### src/rtl/trng_pkg.sv
`default_nettype none
// +-----------------------------------------------------------------------+
// | trng_pkg -- shared types and constants for the TRNG source controller |
// | Revision: 1.0                                                         |
// +-----------------------------------------------------------------------+
package trng_pkg;

  localparam int SEL_W   = 2;
  localparam int NUM_SRC = 4;

  // Encoding is exported directly as the wrapper state on uio_out[1:0].
  typedef enum logic [1:0] {
    ST_FLUSH  = 2'b00,
    ST_WARMUP = 2'b01,
    ST_RUN    = 2'b10,
    ST_FAULT  = 2'b11
  } state_e;

  localparam logic [SEL_W-1:0] SRC_RO0 = 2'd0;
  localparam logic [SEL_W-1:0] SRC_RO1 = 2'd1;
  localparam logic [SEL_W-1:0] SRC_RO2 = 2'd2;
  localparam logic [SEL_W-1:0] SRC_RO3 = 2'd3;

endpackage
`default_nettype wire

### src/rtl/trng_source_controller_if.sv
`default_nettype none
// +-----------------------------------------------------------------------+
// | trng_source_controller_if -- oscillator/unbiaser side signal bundle   |
// | Revision: 1.0                                                         |
// +-----------------------------------------------------------------------+
interface trng_source_controller_if;
  import trng_pkg::*;

  logic [SEL_W-1:0]   src_sel;
  logic               bist_en;
  logic [NUM_SRC-1:0] src_valid;
  logic [NUM_SRC-1:0] src_bit;
  logic               req;
  logic               mux_valid;
  logic               mux_bit;
  logic               flush;
  logic               buf_req;
  logic [SEL_W-1:0]   active_sel;
  logic [1:0]         state;
  logic               fault;

  modport master (
    output src_sel, bist_en, src_valid, src_bit, req,
    input  mux_valid, mux_bit, flush, buf_req, active_sel, state, fault
  );

  modport slave (
    input  src_sel, bist_en, src_valid, src_bit, req,
    output mux_valid, mux_bit, flush, buf_req, active_sel, state, fault
  );

endinterface
`default_nettype wire

### src/rtl/trng_rct_health.sv
`default_nettype none
// +-----------------------------------------------------------------------+
// | trng_rct_health -- repetition-count health test on the selected bits  |
// | Revision: 1.0                                                         |
// +-----------------------------------------------------------------------+
module trng_rct_health #(
  parameter int RCT_CUTOFF = 32
) (
  input  wire  clk,
  input  wire  rst_n,
  input  wire  clear,
  input  wire  en,
  input  wire  bit_valid,
  input  wire  data_bit,
  output logic trip
);

  localparam int CW = $clog2(RCT_CUTOFF + 1);
  localparam logic [CW-1:0] CUTOFF = CW'(RCT_CUTOFF);

  logic [CW-1:0] r_count;
  logic          r_last;

  // A zero count means no previous bit, so the first bit starts a run of one.
  always_ff @(posedge clk) begin
    if (!rst_n || clear) begin
      r_count <= '0;
      r_last  <= 1'b0;
    end else if (bit_valid) begin
      r_last <= data_bit;
      if (r_count == '0 || data_bit != r_last) begin
        r_count <= CW'(1);
      end else if (r_count != CUTOFF) begin
        r_count <= r_count + CW'(1);
      end
    end
  end

  assign trip = en && (r_count == CUTOFF);

endmodule
`default_nettype wire

### src/rtl/trng_source_controller.sv
`default_nettype none
// +-----------------------------------------------------------------------+
// | trng_source_controller -- entropy source select, flush/warm-up, RCT   |
// | Revision: 1.0                                                         |
// +-----------------------------------------------------------------------+
module trng_source_controller
  import trng_pkg::*;
#(
  parameter int NUM_SOURCES   = 4,
  parameter int SETTLE_CYCLES = 16,
  parameter int WARMUP_BITS   = 64,
  parameter int RCT_CUTOFF    = 32
) (
  input wire clk,
  input wire rst_n,
  trng_source_controller_if.slave bus
);

  localparam int SW = $clog2(SETTLE_CYCLES + 1);
  localparam int WW = $clog2(WARMUP_BITS + 1);
  localparam logic [SW-1:0] SETTLE_LAST = SW'(SETTLE_CYCLES - 1);
  localparam logic [WW-1:0] WARMUP_LAST = WW'(WARMUP_BITS - 1);

  state_e           r_state, w_state_next;
  logic [SEL_W-1:0] r_active_sel;
  logic [SW-1:0]    r_settle, w_settle_next;
  logic [WW-1:0]    r_warm, w_warm_next;
  logic             r_mux_valid, r_mux_bit;
  logic             w_sel_change, w_sel_ok, w_bit_valid, w_bit, w_trip;

  assign w_sel_change = (bus.src_sel != r_active_sel);
  assign w_sel_ok     = (int'(r_active_sel) < NUM_SOURCES);
  assign w_bit_valid  = bus.src_valid[r_active_sel] && w_sel_ok;
  assign w_bit        = bus.src_bit[r_active_sel];

  trng_rct_health #(
    .RCT_CUTOFF (RCT_CUTOFF)
  ) u_rct (
    .clk       (clk),
    .rst_n     (rst_n),
    .clear     (r_state == ST_FLUSH),
    .en        (bus.bist_en),
    .bit_valid (w_bit_valid),
    .data_bit  (w_bit),
    .trip      (w_trip)
  );

  // A source change outranks warm-up completion and RCT trips in every state.
  always_comb begin
    w_state_next  = r_state;
    w_settle_next = r_settle;
    w_warm_next   = r_warm;
    case (r_state)
      ST_FLUSH: begin
        if (w_sel_change) begin
          w_settle_next = '0;
        end else if (r_settle == SETTLE_LAST) begin
          w_state_next  = ST_WARMUP;
          w_settle_next = '0;
          w_warm_next   = '0;
        end else begin
          w_settle_next = r_settle + SW'(1);
        end
      end
      ST_WARMUP: begin
        if (w_sel_change) begin
          w_state_next  = ST_FLUSH;
          w_settle_next = '0;
        end else if (w_trip) begin
          w_state_next = ST_FAULT;
        end else if (w_bit_valid) begin
          if (r_warm == WARMUP_LAST) begin
            w_state_next = ST_RUN;
          end else begin
            w_warm_next = r_warm + WW'(1);
          end
        end
      end
      ST_RUN: begin
        if (w_sel_change) begin
          w_state_next  = ST_FLUSH;
          w_settle_next = '0;
        end else if (w_trip) begin
          w_state_next = ST_FAULT;
        end
      end
      ST_FAULT: begin
        if (w_sel_change) begin
          w_state_next  = ST_FLUSH;
          w_settle_next = '0;
        end
      end
      default: w_state_next = ST_FLUSH;
    endcase
  end

  always_ff @(posedge clk) begin
    if (!rst_n) begin
      r_state  <= ST_FLUSH;
      r_settle <= '0;
      r_warm   <= '0;
    end else begin
      r_state  <= w_state_next;
      r_settle <= w_settle_next;
      r_warm   <= w_warm_next;
    end
  end

  // Every state reloads on a mismatch, so the active select simply tracks src_sel.
  always_ff @(posedge clk) begin
    if (!rst_n) begin
      r_active_sel <= bus.src_sel;
      r_mux_valid  <= 1'b0;
      r_mux_bit    <= 1'b0;
    end else begin
      r_active_sel <= bus.src_sel;
      r_mux_valid  <= (r_state == ST_RUN) && (w_state_next == ST_RUN) && w_bit_valid;
      r_mux_bit    <= w_bit;
    end
  end

  assign bus.mux_valid  = r_mux_valid;
  assign bus.mux_bit    = r_mux_bit;
  assign bus.flush      = (r_state == ST_FLUSH) || (r_state == ST_FAULT);
  assign bus.buf_req    = bus.req && (r_state == ST_RUN);
  assign bus.active_sel = r_active_sel;
  assign bus.state      = r_state;
  assign bus.fault      = (r_state == ST_FAULT);

endmodule
`default_nettype wire

### src/flat_wrapper.sv
// flat-port wrapper written by rule: the top's interface ports become plain ports
module trng_source_controller_flat import trng_pkg::*;
#(
  parameter int NUM_SOURCES   = 4,
  parameter int SETTLE_CYCLES = 16,
  parameter int WARMUP_BITS   = 64,
  parameter int RCT_CUTOFF    = 32
)
  (clk, rst_n, bus_src_sel, bus_bist_en, bus_src_valid, bus_src_bit, bus_req, bus_mux_valid, bus_mux_bit, bus_flush, bus_buf_req, bus_active_sel, bus_state, bus_fault);
  trng_source_controller_if bus_i ();
  input wire clk;
  input wire rst_n;
  input wire logic [$bits(bus_i.src_sel)-1:0] bus_src_sel;
  input wire logic [$bits(bus_i.bist_en)-1:0] bus_bist_en;
  input wire logic [$bits(bus_i.src_valid)-1:0] bus_src_valid;
  input wire logic [$bits(bus_i.src_bit)-1:0] bus_src_bit;
  input wire logic [$bits(bus_i.req)-1:0] bus_req;
  output wire logic [$bits(bus_i.mux_valid)-1:0] bus_mux_valid;
  output wire logic [$bits(bus_i.mux_bit)-1:0] bus_mux_bit;
  output wire logic [$bits(bus_i.flush)-1:0] bus_flush;
  output wire logic [$bits(bus_i.buf_req)-1:0] bus_buf_req;
  output wire logic [$bits(bus_i.active_sel)-1:0] bus_active_sel;
  output wire logic [$bits(bus_i.state)-1:0] bus_state;
  output wire logic [$bits(bus_i.fault)-1:0] bus_fault;
  assign bus_i.src_sel = bus_src_sel;
  assign bus_i.bist_en = bus_bist_en;
  assign bus_i.src_valid = bus_src_valid;
  assign bus_i.src_bit = bus_src_bit;
  assign bus_i.req = bus_req;
  assign bus_mux_valid = bus_i.mux_valid;
  assign bus_mux_bit = bus_i.mux_bit;
  assign bus_flush = bus_i.flush;
  assign bus_buf_req = bus_i.buf_req;
  assign bus_active_sel = bus_i.active_sel;
  assign bus_state = bus_i.state;
  assign bus_fault = bus_i.fault;
  trng_source_controller #(.NUM_SOURCES(NUM_SOURCES), .SETTLE_CYCLES(SETTLE_CYCLES), .WARMUP_BITS(WARMUP_BITS), .RCT_CUTOFF(RCT_CUTOFF)) u_core (.clk(clk), .rst_n(rst_n), .bus(bus_i));
endmodule
### config.mk
export PLATFORM = sky130hd
export DESIGN_NAME = trng_source_controller_flat
export DESIGN_NICKNAME = d
export VERILOG_FILES = /design/src/rtl/trng_pkg.sv /design/src/rtl/trng_source_controller_if.sv /design/src/rtl/trng_rct_health.sv /design/src/rtl/trng_source_controller.sv /design/src/flat_wrapper.sv
export SDC_FILE = /design/constraint.sdc
export NUM_CORES = 1
export LEC_CHECK = 0
export ABC_AREA = 1
export ABC_CLOCK_PERIOD_IN_PS = 2200
export CAP_MARGIN = 20
export CORE_ASPECT_RATIO = 0.9
export CORE_MARGIN = 5
export CORE_UTILIZATION = 28
export CTS_CLUSTER_DIAMETER = 40
export DETAILED_ROUTE_END_ITERATION = 8
export PLACE_DENSITY = 0.56
export SYNTH_ARGS = -nofsm -noshare
export SYNTH_HDL_FRONTEND = slang
export SYNTH_SLANG_ARGS = --single-unit
### constraint.sdc
create_clock -name clk -period 2.2 [get_ports clk]
set_clock_uncertainty 0.2 [all_clocks]
set_input_delay 0.33 -clock clk [delete_from_list [all_inputs] [get_ports clk]]
set_output_delay 0.33 -clock clk [all_outputs]
set_load 0.02 [all_outputs]
==> out/metrics.cfg, run 1 <==
[critical_path]
cp-start-kind=register
crit_family=buffers and inverters
path_class=reg2out
path_buf_inv=1
crit_path_cell_trace=clkdlybuf4s50_1
path_max_fanout=9
worstPathArrival_ps=1590
crit_required_ps=1670
cp-end-kind=output pin
cp_slowest_stage_delay_ps=700
slowest_stage=clkdlybuf4s50_1

[sta]
finalHoldViolCount=0
period_minus_slack_ps=2120
setup_slack_ps=75.2
timing.fmax_ghz=0.471
tightest_slew_ps=480
finalCritPeriodShare=0.966
finalSetupTns_ps=0
drv_slew=0
relSlewSlack=0.680
setup_viol=0
rsz0062_at_grt=no

[floorplanning]
coreArea_sq_um=5660
fp.dieW_um=90.2
boundaryPins=23
design.die.area_sq_um=7420
start_util=0.286
die_h_um=82.2
row_count=26

[routing]
drt_iter0_drc=45
via_per_inst=4.52
wl_met1_um=1750
top_layer=met4
vias=1511
final_antenna_net_count=0
wl_um=3450
avgRoutedWirePerCell_um=10.3
drc_errors=0
firstDrtPassIters=4
wl_met2_um=1560
route.met3.wl_um=98

[synth]
synth-async-reset-ratio=0
synth_seq_area_share=0.309
synth_nets=263
synth_cell_types=30
syn_avg_cell_area_sq_um=6.73
synth_area_sq_um=1620
synth_edf_count=0
syn_inst=241
synth-seq-cells=25
synth_top_flop_cell=dfxtp_1
yosys_warnings=0

[power_and_ir_drop]
irDropWorstVdd_v=0.000191
powerDensity_nw_per_um2=426
leakage_uw=0.000761

[clock_tree]
clock_latency_ps=270
htreeDepth=1
cts-root-buf=clkbuf_8
cts_tree=built
path_clk_slew_ps=90
cts_made_buffers=3
ctsHoldBuffers=0
clock_path_buffers=2
clock-sinks=25

[grt]
grt_pass1_wl_um=6190
grt_usage=0.100
grt_max_degree=14
grt-ovfl-total=0
antenna_found_initial=0
grt_pass1_vias=1377

[layout]
syn2layout_area_growth_pct=20.8
num_antenna_cells=0
final.fill_count=633
nets=287
post-route-util=0.346
mostFrequentLayoutCell=nand2_1
mostFrequentLayoutCells=nand2_1, nor2_1, inv_1, dfxtp_1, nand3_1
layout-drive-gt1-share=0.0833

[placed_design]
dp_slack_ps=101
place_congestion=0.778
post-dp-hpwl_um=2730
port-buffer-count=22

[run]
drv_cap=0

[worst_hold_path]
hp-class=reg2reg

[run_status]
status=completed

==> worst reg2reg max path: cells and delay by family (launching register included) <==
kind                   cells  cell delay [ps]
AND/OR/NAND/NOR            7              640
flip-flops                 1              630
buffers and inverters      2              200
AO/OA/AOI/OAI              1              110
==> kinds of logic after synthesis <==
logic type	Yosys count	share of synthesized area
and+or+nand+nor	140	0.392
buffers and inverters	33	0.0833
AOI/OAI and AO/OA	25	0.0841
DFF	25	0.309
xor gates and xnor gates	10	0.0702
adders and majority gates	8	0.0617
==> flip-flops by register name (all words and copies together), names as in the netlist <==
signal and cells:
u_core.r_warm 7, u_core.u_rct.r_count 6, u_core.r_settle 5, u_core.bus.active_sel 2, u_core.bus.state 2, u_core.bus.mux_bit 1, u_core.bus.mux_valid 1, u_core.u_rct.r_last 1
==> metrics by stage <==
stage	power (uW)	cell area [sq um]	cells	hold slack [ps]
2_1_floorplan	529	1620	241	158
3_3_place_gp	572	1920	330	272
3_5_place_dp	572	1920	330	276
4_1_cts	850	1960	334	290
5_1_grt	881	1960	334	312
6_report	835	1960	334	285
==> report_power, final <==
| part | switching [uW] | leakage, uW | internal, uW |
|---|---|---|---|
| Combinational | 48.4 | 0.000536 | 47.2 |
| Clock | 145 | 0.0000228 | 130 |
| Sequential | 7.68 | 0.000202 | 457 |
| Total | 201 | 0.000761 | 634 |
==> routing by layer <==
| metal | vias to the layer above | GRT usage |
|---|---|---|
| met3 | 4 | 0.0236 |
| met4 | 0 | 0.0313 |
| met5 | - | 0 |
| met1 | 685 | 0.132 |
| met2 | 11 | 0.163 |
| li1 | 811 | - |
==> repair_timing <==
action                                 4_1_cts  5_1_grt
endpoints found under the hold margin        0        0
gates resized for setup                      2        0
setup buffers                                0        0
setup endpoints to repair                    2        0
==> synthesized netlist by cell type, types with 2 or more instances <==
master    count  area share
nor3_1        5       0.015
o21ai_0       4       0.012
dfxtp_1      25        0.31
clkbuf_1      3      0.0069
nor2_2        2      0.0077
nand4_1       2      0.0077
inv_1        25       0.058
nand3_2       2       0.012
xor2_1        7       0.038
nor2_1       30       0.069
a21oi_1      19       0.059
inv_2         2      0.0046
nand3_1      24       0.074
nand2_2       3       0.012
nand3b_1      2      0.0093
ha_1          8       0.062
nand2_1      65        0.15
==> cell type report <==
class                      instances  area (sq um)  share of cell area
multi-input combinational        183           986               0.503
sequential                        25           500               0.255
timing repair buffer              24           233               0.119
inverter                          28           108              0.0549
tap                               70          87.6              0.0447
clock buffer                       4          45.0              0.0230
==> worst paths after layout <==
path | start | to | cells past startpoint | slack, ps
worst max-delay path | u_core.bus.active_sel[0]$_DFF_P_ | bus_active_sel[0] | 1 | 80
worst min-delay path | u_core.r_settle[1]$_SDFFE_PN0P_ | u_core.r_settle[1]$_SDFFE_PN0P_ | 2 | 280
worst max register to register | u_core.bus.active_sel[0]$_DFF_P_ | u_core.u_rct.r_count[2]$_SDFFE_PP0P_ | 10 | 350
worst min register to register | u_core.r_settle[1]$_SDFFE_PN0P_ | u_core.r_settle[1]$_SDFFE_PN0P_ | 2 | 280
(Power assumes the default switching activity.)
==> run 2, diff against run 1 <==
--- a/config.mk
+++ b/config.mk
@@ -14,6 +14,7 @@
 export CTS_CLUSTER_DIAMETER = 40
 export DETAILED_ROUTE_END_ITERATION = 8
 export PLACE_DENSITY = 0.56
+export SLEW_MARGIN = 5
 export SYNTH_ARGS = -nofsm -noshare
 export SYNTH_HDL_FRONTEND = slang
 export SYNTH_SLANG_ARGS = --single-unit
==> results of run 2 <==
The final DEF is identical to that of run 1; final timing and power are the same.
==> run 3, diff against run 2 <==
--- a/config.mk
+++ b/config.mk
@@ -8,12 +8,11 @@
 export ABC_AREA = 1
 export ABC_CLOCK_PERIOD_IN_PS = 2200
 export CAP_MARGIN = 20
-export CORE_ASPECT_RATIO = 0.9
 export CORE_MARGIN = 5
-export CORE_UTILIZATION = 28
+export CORE_UTILIZATION = 45
 export CTS_CLUSTER_DIAMETER = 40
 export DETAILED_ROUTE_END_ITERATION = 8
-export PLACE_DENSITY = 0.56
+export PLACE_DENSITY = 0.77
 export SLEW_MARGIN = 5
 export SYNTH_ARGS = -nofsm -noshare
 export SYNTH_HDL_FRONTEND = slang
==> run 3 against run 2 <==
Sequential power is essentially flat. Routed wire length decreased by 4.2%. Global-route usage rose by 3.8 points. Highest routed layer unchanged. Power down 7.9%. Critical endpoint is now bus_active_sel[1]. Critical path depth is the same. Worst hold slack improved by 10 ps. Cell area shrank 2.4%.
==> out/metrics.cfg, run 3 (synthesis gave the netlist of run 1 again) <==
[run_status]
status=completed

[clock_tree]
cts_made_buffers=3  ; unchanged
clock_path_buffers=2  ; unchanged
cts_setup_buffers=0  ; unchanged
htreeDepth=1  ; unchanged
clock-sinks=25  ; unchanged
clock_latency_ps=320  ; +50 ps
cts-root-buf=clkbuf_4
ctsHoldBuffers=0  ; unchanged
cts_tree=built
path_clk_slew_ps=140  ; +50 ps

[routing]
vias=1507  ; -0.26%
drt_iter0_drc=96  ; +110%
wl_um=3300  ; -4.2%
firstDrtPassIters=4  ; unchanged
wl_met1_um=1600  ; -8.7%
top_layer=met4
route.met3.wl_um=127  ; +30%
wl_met2_um=1560  ; +0.45%
via_per_inst=4.86  ; +7.5%
final_antenna_net_count=0  ; unchanged
drc_errors=0  ; unchanged
avgRoutedWirePerCell_um=10.6  ; +3.2%

[placed_design]
post-dp-hpwl_um=2550  ; -6.6%
port-buffer-count=22  ; unchanged
dp_slack_ps=85.0  ; -15.5 ps
place_congestion=0.843  ; +8.3%

[critical_path]
crit_family=buffers and inverters
cp_slowest_stage_delay_ps=660  ; -40 ps
crit_path_cell_trace=clkdlybuf4s50_1
worstPathArrival_ps=1490  ; -100 ps
cp-start-kind=register
cp-end-kind=output pin
crit_required_ps=1670  ; about the same
path_class=reg2out
path_buf_inv=1  ; unchanged
path_max_fanout=6  ; -3
slowest_stage=clkdlybuf4s50_1

[power_and_ir_drop]
leakage_uw=0.000759  ; -0.31%
pwr-share-clk=0.270  ; -0.059
irDropWorstVdd_v=0.000263  ; +37%
p_switching_uw=193  ; -3.9%
swShare=0.251  ; +0.0103
seqPwrFrac=0.606  ; +0.049
intPower_uw=576  ; -9.1%
comb_power_share=0.124  ; +0.009
powerDensity_nw_per_um2=402  ; -5.6%

[grt]
grt_usage=0.138  ; +0.0379
antenna_found_initial=0  ; unchanged
grt-ovfl-total=0  ; unchanged
grt_pass1_vias=1345  ; -2.3%
grt_max_degree=14  ; unchanged
grt_pass1_wl_um=5800  ; -6.3%

[floorplanning]
fp.dieW_um=70.0  ; -22%
coreArea_sq_um=3420  ; -40%
boundaryPins=23  ; unchanged
die_h_um=70.0  ; -15%
design.die.area_sq_um=4900  ; -34%
row_count=21  ; -19%
start_util=0.475  ; +0.188

[layout]
largest_reg_flops=7  ; unchanged
mostFrequentLayoutCell=nand2_1
post-route-util=0.560  ; +0.214
layout-drive-gt1-share=0.0909  ; +0.00758
nets=287  ; unchanged
multiInputGateArea_sq_um=986  ; unchanged
final.fill_count=339  ; -46%
largest-register=u_core.r_warm
regArea_sq_um=503  ; +0.50%
mostFrequentLayoutCells=nand2_1, nor2_1, inv_1
top_regs=u_core.r_warm: 7 flops, u_core.u_rct.r_count: 6 flops, u_core.r_settle: 5 flops
syn2layout_area_growth_pct=17.9
num_antenna_cells=0  ; unchanged

[sta]
setup_viol=0  ; unchanged
relSlewSlack=0.770  ; +0.0904
period_minus_slack_ps=2020  ; -109 ps
tightest_slew_ps=345  ; -135 ps
finalSetupTns_ps=0  ; unchanged
setup_slack_ps=185  ; +109 ps
drv_slew=0  ; unchanged
timing.fmax_ghz=0.496  ; +5.4%
finalHoldViolCount=0  ; unchanged
finalCritPeriodShare=0.916  ; -0.0498
rsz0062_at_grt=no

[run]
drv_cap=0  ; unchanged

[worst_hold_path]
hp-class=reg2reg

## run 3: cell count changes in the layout (fill, tap and decap cells not counted), sizes merged
cell and delta:
clkdlybuf4s50 -1, dlygate4sd2 +1
## run 3: final timing paths
path	start	end	slack [ps]	cells after the start
hold / removal	u_core.r_settle[1]$_SDFFE_PN0P_	u_core.r_settle[1]$_SDFFE_PN0P_	290	2
hold reg to reg	u_core.r_settle[1]$_SDFFE_PN0P_	u_core.r_settle[1]$_SDFFE_PN0P_	290	2
setup reg to reg	u_core.bus.state[0]$_SDFF_PN0_	u_core.r_warm[2]$_SDFFE_PN0P_	370	6
setup / recovery	u_core.bus.active_sel[1]$_DFF_P_	bus_active_sel[1]	180	1
## run 3: metal layers
| layer | global-route usage | up-vias |
|---|---|---|
| met3 | 0.0316 | 2 |
| li1 | - | 814 |
| met1 | 0.174 | 662 |
| met2 | 0.243 | 29 |
| met4 | 0.0191 | 0 |
| met5 | 0 | - |
## run 3: metrics by stage
stage / power (uW) / instances / area (sq um) / hold slack, ps
2_1_floorplan: 529 / 241 / 1620 / 158
3_5_place_dp: 571 / 306 / 1890 / 283
5_1_grt: 805 / 310 / 1910 / 334
4_1_cts: 782 / 310 / 1910 / 302
6_report: 769 / 310 / 1910 / 295
3_3_place_gp: 570 / 306 / 1890 / 273
## run 3: area by class of cell
cell class	count	area share
Sequential cell	25	0.263
Timing Repair Buffer	24	0.121
Clock buffer	4	0.0137
Multi-Input combinational cell	183	0.516
Tap cell	46	0.0301
Inverter	28	0.0563
## run 3: power groups by stage
stage | Combinational [uW] | Clock (uW) | Sequential (uW)
global route | 106 | 232 | 467
detailed placement | 95.6 | 0 | 475
finish | 95.5 | 208 | 466
global placement | 94.9 | 0 | 475
CTS | 95.8 | 220 | 466
floorplan | 52.7 | 0 | 476
## run 3: timing repair
item | in CTS | in global routing
resized for setup | 5 | 0
endpoints found under the setup margin | 4 | 0
hold endpoints to repair | 0 | 0
